[src/rtl/mascara_pkg.sv]
// Shared definitions for the mask writer and the mask-index reader: FSM states,
// default widths and the N -> (total, valid) rule both sides must agree on.
package mascara_pkg;

  localparam int BITS_INDICE_MASCARA_DEF = 10;
  localparam int BITS_MASCARA_DEF        = 5;
  localparam int BITS_COEFICIENTE_DEF    = 16;

  typedef enum logic [1:0] {
    REPOSO  = 2'd0,
    CALCULO = 2'd1,
    CARGA   = 2'd2,
    FIN     = 2'd3
  } estado_t;

  typedef struct packed {
    logic [31:0] total;
    logic        valido;
  } tamano_info_t;

  // A mask side is usable only if it is odd, non-zero and N*N fits the memory.
  function automatic tamano_info_t calcular_total(input logic [15:0] n,
                                                  input int unsigned bits_indice);
    tamano_info_t r;
    r.total  = 32'(n) * 32'(n);
    r.valido = (n != 16'd0) && n[0] &&
               ({1'b0, r.total} <= (33'd1 << bits_indice));
    return r;
  endfunction

endpackage

[src/rtl/cargador_mascara_if.sv]
// Coefficient stream, mask-memory write port and status of the mask writer.
// Optional suma_coeficientes exists only with CARGADOR_MASCARA_SUMA_EN defined.
interface cargador_mascara_if
  import mascara_pkg::*;
#(
  parameter int BITS_INDICE_MASCARA = BITS_INDICE_MASCARA_DEF,
  parameter int BITS_MASCARA        = BITS_MASCARA_DEF,
  parameter int BITS_COEFICIENTE    = BITS_COEFICIENTE_DEF
);

  logic                                     inicio;
  logic        [BITS_MASCARA-1:0]           tamano_mascara;
  logic signed [BITS_COEFICIENTE-1:0]       coef_entrada;
  logic                                     coef_valido;
  logic                                     coef_listo;
  logic        [BITS_INDICE_MASCARA-1:0]    mem_direccion;
  logic signed [BITS_COEFICIENTE-1:0]       mem_dato;
  logic                                     mem_escritura;
  logic                                     ocupado;
  logic                                     carga_completa;
  logic                                     error_tamano;
`ifdef CARGADOR_MASCARA_SUMA_EN
  logic signed [BITS_COEFICIENTE+BITS_INDICE_MASCARA-1:0] suma_coeficientes;

  modport master (
    output inicio, tamano_mascara, coef_entrada, coef_valido,
    input  coef_listo, mem_direccion, mem_dato, mem_escritura,
    input  ocupado, carga_completa, error_tamano, suma_coeficientes
  );

  modport slave (
    input  inicio, tamano_mascara, coef_entrada, coef_valido,
    output coef_listo, mem_direccion, mem_dato, mem_escritura,
    output ocupado, carga_completa, error_tamano, suma_coeficientes
  );
`else
  modport master (
    output inicio, tamano_mascara, coef_entrada, coef_valido,
    input  coef_listo, mem_direccion, mem_dato, mem_escritura,
    input  ocupado, carga_completa, error_tamano
  );

  modport slave (
    input  inicio, tamano_mascara, coef_entrada, coef_valido,
    output coef_listo, mem_direccion, mem_dato, mem_escritura,
    output ocupado, carga_completa, error_tamano
  );
`endif

endinterface

[src/rtl/cargador_mascara_ffd.sv]
// Enabled D register with synchronous active-low reset (FlipFlopD_Habilitado),
// used to hold the latched mask side.
module FlipFlopD_Habilitado #(
  parameter int BITS_EN_REGISTRO = 8
) (
  input  logic                        clk,
  input  logic                        reset,
  input  logic                        habilitar,
  input  logic [BITS_EN_REGISTRO-1:0] d,
  output logic [BITS_EN_REGISTRO-1:0] q
);

  logic [BITS_EN_REGISTRO-1:0] q_q;

  always_ff @(posedge clk) begin
    if (!reset) begin
      q_q <= '0;
    end else if (habilitar) begin
      q_q <= d;
    end
  end

  assign q = q_q;

endmodule

[src/rtl/cargador_mascara.sv]
// Mask coefficient writer: accepts N*N coefficients and writes them in raster order.
// Define CARGADOR_MASCARA_SUMA_EN to add the running coefficient sum output.
module cargador_mascara
  import mascara_pkg::*;
#(
  parameter int BITS_INDICE_MASCARA = BITS_INDICE_MASCARA_DEF,
  parameter int BITS_MASCARA        = BITS_MASCARA_DEF,
  parameter int BITS_COEFICIENTE    = BITS_COEFICIENTE_DEF
) (
  input  logic            clk,
  input  logic            reset,
  cargador_mascara_if.slave bus
);

  localparam int BI = BITS_INDICE_MASCARA;
  localparam int BC = BITS_COEFICIENTE;

  estado_t                estado_q;
  logic [BITS_MASCARA-1:0] n_q;
  logic [BI-1:0]          indice_q;
  logic [BI-1:0]          ultimo_q;
  logic                   coef_listo_q;
  logic                   ocupado_q;
  logic                   carga_completa_q;
  logic                   error_q;
  logic                   mem_escritura_q;
  logic [BI-1:0]          mem_direccion_q;
  logic signed [BC-1:0]   mem_dato_q;

  logic                   cargar_n_d;
  logic                   transferencia_d;
  tamano_info_t           info_d;

  assign cargar_n_d      = (estado_q == REPOSO) && bus.inicio;
  assign transferencia_d = bus.coef_valido && coef_listo_q;
  assign info_d          = calcular_total(16'(n_q), BI);

  FlipFlopD_Habilitado #(
    .BITS_EN_REGISTRO (BITS_MASCARA)
  ) u_latch_n (
    .clk       (clk),
    .reset     (reset),
    .habilitar (cargar_n_d),
    .d         (bus.tamano_mascara),
    .q         (n_q)
  );

  // coef_listo is only ever high in CARGA, so transferencia_d implies CARGA
  always_ff @(posedge clk) begin
    if (!reset) begin
      estado_q         <= REPOSO;
      indice_q         <= '0;
      ultimo_q         <= '0;
      coef_listo_q     <= 1'b0;
      ocupado_q        <= 1'b0;
      carga_completa_q <= 1'b0;
      error_q          <= 1'b0;
      mem_escritura_q  <= 1'b0;
      mem_direccion_q  <= '0;
      mem_dato_q       <= '0;
    end else begin
      mem_escritura_q  <= 1'b0;
      carga_completa_q <= 1'b0;
      case (estado_q)
        REPOSO: begin
          if (bus.inicio) begin
            estado_q  <= CALCULO;
            ocupado_q <= 1'b1;
            error_q   <= 1'b0;
            indice_q  <= '0;
          end
        end
        CALCULO: begin
          if (info_d.valido) begin
            estado_q     <= CARGA;
            coef_listo_q <= 1'b1;
            ultimo_q     <= BI'(info_d.total - 32'd1);
          end else begin
            estado_q  <= REPOSO;
            ocupado_q <= 1'b0;
            error_q   <= 1'b1;
          end
        end
        CARGA: begin
          if (transferencia_d) begin
            mem_escritura_q <= 1'b1;
            mem_direccion_q <= indice_q;
            mem_dato_q      <= bus.coef_entrada;
            // the index stops at total-1 instead of wrapping
            if (indice_q == ultimo_q) begin
              estado_q         <= FIN;
              coef_listo_q     <= 1'b0;
              carga_completa_q <= 1'b1;
            end else begin
              indice_q <= indice_q + BI'(1);
            end
          end
        end
        FIN: begin
          estado_q  <= REPOSO;
          ocupado_q <= 1'b0;
        end
        default: begin
          estado_q     <= REPOSO;
          ocupado_q    <= 1'b0;
          coef_listo_q <= 1'b0;
        end
      endcase
    end
  end

`ifdef CARGADOR_MASCARA_SUMA_EN
  logic signed [BC+BI-1:0] suma_q;

  always_ff @(posedge clk) begin
    if (!reset) begin
      suma_q <= '0;
    end else if (cargar_n_d) begin
      suma_q <= '0;
    end else if (transferencia_d) begin
      suma_q <= suma_q + $signed({{BI{bus.coef_entrada[BC-1]}}, bus.coef_entrada});
    end
  end

  assign bus.suma_coeficientes = suma_q;
`endif

  assign bus.coef_listo     = coef_listo_q;
  assign bus.ocupado        = ocupado_q;
  assign bus.carga_completa = carga_completa_q;
  assign bus.error_tamano   = error_q;
  assign bus.mem_escritura  = mem_escritura_q;
  assign bus.mem_direccion  = mem_direccion_q;
  assign bus.mem_dato       = mem_dato_q;

endmodule

[src/flat_wrapper.sv]
// flat-port wrapper written by rule: the top's interface ports become plain ports
module cargador_mascara_flat import mascara_pkg::*;
#(
  parameter int BITS_INDICE_MASCARA = BITS_INDICE_MASCARA_DEF,
  parameter int BITS_MASCARA        = BITS_MASCARA_DEF,
  parameter int BITS_COEFICIENTE    = BITS_COEFICIENTE_DEF
)
  (clk, reset, bus_inicio, bus_tamano_mascara, bus_coef_entrada, bus_coef_valido, bus_coef_listo, bus_mem_direccion, bus_mem_dato, bus_mem_escritura, bus_ocupado, bus_carga_completa, bus_error_tamano);
  cargador_mascara_if #(.BITS_INDICE_MASCARA(BITS_INDICE_MASCARA), .BITS_MASCARA(BITS_MASCARA), .BITS_COEFICIENTE(BITS_COEFICIENTE)) bus_i ();
  input  logic clk;
  input  logic reset;
  input wire logic [$bits(bus_i.inicio)-1:0] bus_inicio;
  input wire logic [$bits(bus_i.tamano_mascara)-1:0] bus_tamano_mascara;
  input wire logic [$bits(bus_i.coef_entrada)-1:0] bus_coef_entrada;
  input wire logic [$bits(bus_i.coef_valido)-1:0] bus_coef_valido;
  output wire logic [$bits(bus_i.coef_listo)-1:0] bus_coef_listo;
  output wire logic [$bits(bus_i.mem_direccion)-1:0] bus_mem_direccion;
  output wire logic [$bits(bus_i.mem_dato)-1:0] bus_mem_dato;
  output wire logic [$bits(bus_i.mem_escritura)-1:0] bus_mem_escritura;
  output wire logic [$bits(bus_i.ocupado)-1:0] bus_ocupado;
  output wire logic [$bits(bus_i.carga_completa)-1:0] bus_carga_completa;
  output wire logic [$bits(bus_i.error_tamano)-1:0] bus_error_tamano;
  assign bus_i.inicio = bus_inicio;
  assign bus_i.tamano_mascara = bus_tamano_mascara;
  assign bus_i.coef_entrada = bus_coef_entrada;
  assign bus_i.coef_valido = bus_coef_valido;
  assign bus_coef_listo = bus_i.coef_listo;
  assign bus_mem_direccion = bus_i.mem_direccion;
  assign bus_mem_dato = bus_i.mem_dato;
  assign bus_mem_escritura = bus_i.mem_escritura;
  assign bus_ocupado = bus_i.ocupado;
  assign bus_carga_completa = bus_i.carga_completa;
  assign bus_error_tamano = bus_i.error_tamano;
  cargador_mascara #(.BITS_INDICE_MASCARA(BITS_INDICE_MASCARA), .BITS_MASCARA(BITS_MASCARA), .BITS_COEFICIENTE(BITS_COEFICIENTE)) u_core (.clk(clk), .reset(reset), .bus(bus_i));
endmodule
[config.mk]
export PLATFORM = sky130hd
export DESIGN_NAME = cargador_mascara_flat
export DESIGN_NICKNAME = d
export VERILOG_FILES = /design/src/rtl/mascara_pkg.sv /design/src/rtl/cargador_mascara_if.sv /design/src/rtl/cargador_mascara_ffd.sv /design/src/rtl/cargador_mascara.sv /design/src/flat_wrapper.sv
export SDC_FILE = /design/constraint.sdc
export NUM_CORES = 1
export LEC_CHECK = 0
export BUFFER_PORTS_ARGS = -buffer_cell sky130_fd_sc_hd__buf_4
export CAP_MARGIN = 20
export CORE_UTILIZATION = 55
export CTS_CLUSTER_DIAMETER = 80
export CTS_CLUSTER_SIZE = 10
export DETAILED_ROUTE_END_ITERATION = 7
export PLACE_DENSITY = 0.88
export SETUP_SLACK_MARGIN = 0.2
export SYNTH_ARGS = -nofsm -noshare
export SYNTH_HDL_FRONTEND = slang
export SYNTH_SLANG_ARGS = --single-unit
export TNS_END_PERCENT = 20
[constraint.sdc]
create_clock -name clk -period 8.6 [get_ports clk]
set_input_delay 0.43 -clock clk [delete_from_list [all_inputs] [get_ports clk]]
set_output_delay 0.43 -clock clk [all_outputs]
set_load 0.02 [all_outputs]
Word-level counts from Yosys, hierarchy flattened
Index checks and enable logic that the tools add are counted.
Widths: inputs -> output; s select.
{"block": "totals", "latch_bits": 0, "mem_bits_ro": 0, "memories": 0, "wordCells": 63, "ff_bits": 58, "mem_bits_rw": 0}
{"block": "classes", "n_lt_le_gt_ge": 0, "add_sub_neg": 2, "multipliers": 1, "n_eq_ne": 10, "muxes": 21, "n_div": 0, "bitwise": 0, "n_shift": 0, "reduce_logical": 18}
{"cell": "$mux 10", "count": 3}
{"cell": "$pmux 10 s2", "count": 1}
{"cell": "$reduce_and 3->1", "count": 4}
{"cell": "$add 10x1->10 const B", "count": 1}
{"cell": "$eq 10x10->1", "count": 1}
{"cell": "$mul 5x5->10", "count": 1}
{"cell": "$sub 10x1->10 const B", "count": 1}
{"cell": "$mux 1", "count": 9}
{"cell": "$mux 2", "count": 4}
{"cell": "$pmux 2 s4", "count": 1}
{"cell": "$reduce_and 4->1", "count": 2}
{"cell": "$ne 2x1->1 const B", "count": 3}
{"cell": "$ne 2x2->1 const B", "count": 3}
{"cell": "$reduce_and 2->1", "count": 3}
{"cell": "$reduce_bool 2->1", "count": 3}
{"cell": "$reduce_bool 5->1", "count": 1}
{"cell": "$eq 2x2->1 const B", "count": 2}
{"cell": "$pmux 1 s2", "count": 2}
{"cell": "$logic_and 1x1->1", "count": 3}
{"cell": "$pmux 1 s3", "count": 1}
{"cell": "$reduce_bool 3->1", "count": 1}
{"cell": "$eq 2x1->1 const B", "count": 1}
{"cell": "$logic_not 2->1", "count": 1}

Longest topological paths before layout
{"block": "depth", "ltp_word": 4, "mapped_depth": 13, "depth_no_buf": 13}

Hierarchy
Synthesis repeated with hierarchy kept, for this count alone.
{"block": "hier_totals", "cells_unflattened": 365, "hier_area_um2": 3098.0}
{"mod": "cargador_mascara", "area_per_inst_um2": 2905.3, "seq_area_each_um2": 1041.0, "instances": 1, "cells_per_inst": 349}
{"mod": "FlipFlopD_Habilitado", "area_per_inst_um2": 192.7, "seq_area_each_um2": 100.1, "instances": 1, "cells_per_inst": 16}

Least setup slack after synthesis
No wires, ideal clock.
{"block": "synth_timing", "path_type": "register to register", "from": "reg u_core.u_latch_n.q_q[3] (netlist: u_core.u_latch_n.q[3])", "to": "reg u_core.ultimo_q[9]", "setup_ns": 0.062, "t_arrival_ns": 3.392, "stages_incl_launch_ff": 14, "path_slack_ns": 5.146, "synth_period_minus_slack_ns": 3.454, "n_path_buf": 0, "cell_sequence": "dfxtp_1 > inv_1 > nor2_1 > ha_1 > xor2_1 > fa_1 > fa_1 > inv_1 > ha_1 > nand2_1 > o21ai_0 > o22ai_1 > or4b_2 > nand3_1"}
{"block": "synth_between", "elab_chain_cells": 3, "word_cells_on_any_way": 5, "classes_between": "add/sub (1); mul (1); reduce/logical (3)"}
{"item": "start: declaration", "line": "cargador_mascara_ffd.sv:13", "source": "logic [BITS_EN_REGISTRO-1:0] q_q;"}
{"item": "start signal: assignment", "line": "cargador_mascara_ffd.sv:17", "source": "q_q <= '0;"}
{"item": "start signal: assignment", "line": "cargador_mascara_ffd.sv:19", "source": "q_q <= d;"}
{"item": "branches (longest 3 deep; another with $mul 5x5->10)"}
{"item": "end signal: assignment", "line": "cargador_mascara.sv:77", "source": "ultimo_q <= BI'(info_d.total - 32'd1);"}
{"item": "end: declaration", "line": "cargador_mascara.sv:21", "source": "logic [BI-1:0] ultimo_q;"}
Parallel ways; which one is timed is not known.
A chain may end at the register's enable or synchronous reset.

Final worst setup path
Same ends and word-level chain as after synthesis.

==> metrics.txt <==
Synth cell types=47; die area=5743 um2; # Max-Cap Violations=0; Hold/Removal Path Class=primary input to register; htree depth=3; CTS sink count=57; final hold viol count=0; Net Count, Synth=390; Worst Path Max Fanout=6; vias in the first global route=2365; antenna violations before repair=0; f_max=0.2638 GHz; Synth Flop Type=dfxtp_1; Post-Syn Area per Cell=between 8 and 9 um2; Nets=438; Core Area=5172 um2; number of synthesized flops with an enable pin=0; Max VDD drop=0.1243 mV; Reg clk slew, reported paths=0.06 ns; slack of the critical path=just under 5 ns; number of port buffers=55; period utilization=44.09%; sequential share of the synthesized area=38.11%; critical path arrival=4.06 ns; reg-to-reg setup timing slack=4.81 ns; dominant cells by area after synthesis=dfxtp_1 (38%), nand2_1 (9.4%), a21boi_0 (7.5%); first-pass GRT wire length=~10000 um; Worst Setup Path Type=register to register; crit path from=u_core.u_latch_n.q[3]$_SDFFE_PN0P_; Avg Vias per Cell=5.348; Die W=75.78 um; layout cells sized above 1=20.60%; final-report setup violation count=0; most frequent cells in the layout=nand2_1 (75), dfxtp_1 (57), buf_4 (56); commonest non-fill, non-tap cell in the layout=nand2_1; Placement Setup Slack=4.885 ns; Starting DRT DRC Count=117; Fill cells=421; Max Root-Sink Buffers=2; Area Overhead vs Synth=19.56%; synth warn=0; Worst slew margin=66.73%; outcome=finished clean; post-synth top area share=38.11%; DRC=0; Crit. End Element=register; first-pass iteration count of the detailed router=4; ys async rst share=0%; clk_skew=0.002846 ns; required time worst endpoint=8.87 ns; cts hold-fix bufs=0; Routed Antenna Nets=0; Detailed Place HPWL=4276 um; root buf cell=clkbuf_8; Mapped Cells=345; via count=between 2000 and 3000; global route overflow=0; mapped cell area=2994 um2; Post-Route Setup TNS=0 ns; post-cts sizing count=0; final WL=about 5900 um; Critical Path Source Type=register; RePlAce Congestion=0.8707; clock latency at the later pin of the worst-skew pair=around 0.33 ns; Post-CTS Setup Inserts=0; Power Density=157.8 nW/um2; Slew @ Worst Pin=0.4990 ns; gr usage total=23.29%; reg2reg start=u_core.u_latch_n.q[3]$_SDFFE_PN0P_; RR Endpoint=u_core.ultimo_q[9]$_SDFFE_PN0P_; CTS tree=built; reg2reg path depth=13; Chip Height=75.78 um; Initial Util=between 50 and 60%; Antenna diodes=0; worst setup path end=u_core.ultimo_q[9]$_SDFFE_PN0P_; static leakage=1.496 nW; post-synth top area cell=dfxtp_1; Synth Register Bits=57; Wirelength per Cell=12.66 um; largest net degree at the start of global routing=60; Period minus WS final=3.791 ns; unrepaired setup endpoints after global routing=false; CTS Buf Count=9; Top Ports=56; cell row count=26; Max Slew Vio Count=0
-- metrics by stage --
stage	cell area (um2)	utilization (%)	hold WS [ns]	total power, mW	std cells
final	3580	69.21	0.3569	0.5648	468
after global routing	3580	69.21	0.3447	0.5934	468
after CTS	3575	69.11	0.3403	0.5695	467
after detailed placement	3402	65.77	0.4573	0.3550	451
after global placement	3402	65.77	0.4508	0.3520	451
after floorplan	2994	-	0.4568	0.3355	345
-- kinds of logic (layout without fill, tap and decap cells) --
family / Yosys count / in the layout / synth area share, %
AO/OA/AOI/OAI: 70 / 70 / 16.38
flip-flops: 57 / 57 / 38.11
buffers and inverters: 35 / 88 / 5.224
AND/OR/NAND/NOR: 136 / 136 / 22.36
adder cells (fa/ha/maj): 20 / 20 / 9.612
multiplexers: 9 / 9 / 3.051
XOR/XNOR: 18 / 18 / 5.265
-- report_power, final --
part | leakage (nW) | total (mW) | switching [mW] | internal, mW
clock | 0.0891 | 0.214 | 0.103 | 0.111
combinational | 0.946 | 0.0776 | 0.0402 | 0.0374
sequential | 0.461 | 0.273 | 0.00510 | 0.268
-- routing by layer --
| layer | vias up | GRT usage (%) | routed length [um] |
|---|---|---|---|
| met5 | - | 0 | 0 |
| met4 | 0 | 7.819 | 38 |
| met3 | 4 | 7.275 | 276 |
| met2 | 67 | 42.58 | 3056 |
| met1 | 1166 | 25.37 | 2554 |
| li1 | 1266 | - | - |
-- Yosys cell counts (all sizes together) (4+ instances only) --
cell type	n
a21boi	30
a21oi	8
nand3	8
nand4	5
clkbuf	10
nand2	75
inv	15
nor3	7
xnor2	12
o21a	4
o21ai	10
mux2i	8
fa	5
nor2b	8
ha	15
nor2	4
dfxtp	57
and2	8
a31oi	4
xor2	6
buf	10
-- critical path, cell delays in order, from the launching register on --
cell and delay (ns):
dfxtp_1 0.40, inv_1 0.10, nor2_1 0.22, ha_1 0.30, xor2_1 0.18, fa_1 0.39
fa_1 0.51, inv_1 0.04, ha_1 0.32, nand2_1 0.07, o21ai_0 0.34, o22ai_1 0.14
or4b_2 0.65, nand3_1 0.08
-- how the worst min path moves through the flow --
stage                                               endpoint  slack, ns  depth (start not counted)                                startpoint
floorplan                    u_core.ultimo_q[3]$_SDFFE_PN0P_       0.46                          2           u_core.ultimo_q[3]$_SDFFE_PN0P_
global placement        u_core.bus.mem_dato[15]$_SDFFE_PN0P_       0.45                          2      u_core.bus.mem_dato[15]$_SDFFE_PN0P_
detailed placement  u_core.bus.mem_direccion[6]$_SDFFE_PN0P_       0.46                          2  u_core.bus.mem_direccion[6]$_SDFFE_PN0P_
CTS                      u_core.bus.mem_dato[4]$_SDFFE_PN0P_       0.34                          3                       bus_coef_entrada[4]
global route            u_core.bus.mem_dato[15]$_SDFFE_PN0P_       0.34                          3                      bus_coef_entrada[15]
finish                   u_core.bus.mem_dato[0]$_SDFFE_PN0P_       0.36                          3                       bus_coef_entrada[0]
-- layout make-up --
| type | count | area, um2 | area share [%] |
|---|---|---|---|
| Multi-Input combinational cell | 253 | 1697 | 47.40 |
| Sequential cell | 57 | 1141 | 31.88 |
| Timing Repair Buffer | 57 | 425.4 | 11.88 |
| Clock buffer | 11 | 141.4 | 3.950 |
| Tap cell | 70 | 87.58 | 2.447 |
| Inverter | 15 | 56.30 | 1.573 |
| Clock inverter | 5 | 31.28 | 0.8738 |
-- flip-flops by register name, summed over array words and instances, names as in the netlist, named ones only --
register,flops
u_core.bus.ocupado,1
u_core.indice_q,10
u_core.bus.coef_listo,1
u_core.bus.mem_dato,16
u_core.bus.error_tamano,1
u_core.bus.mem_escritura,1
u_core.estado_q,1
u_core.bus.mem_direccion,10
u_core.ultimo_q,9
u_core.u_latch_n.q,5
u_core.bus.carga_completa,1
(Power assumes the default switching activity.)
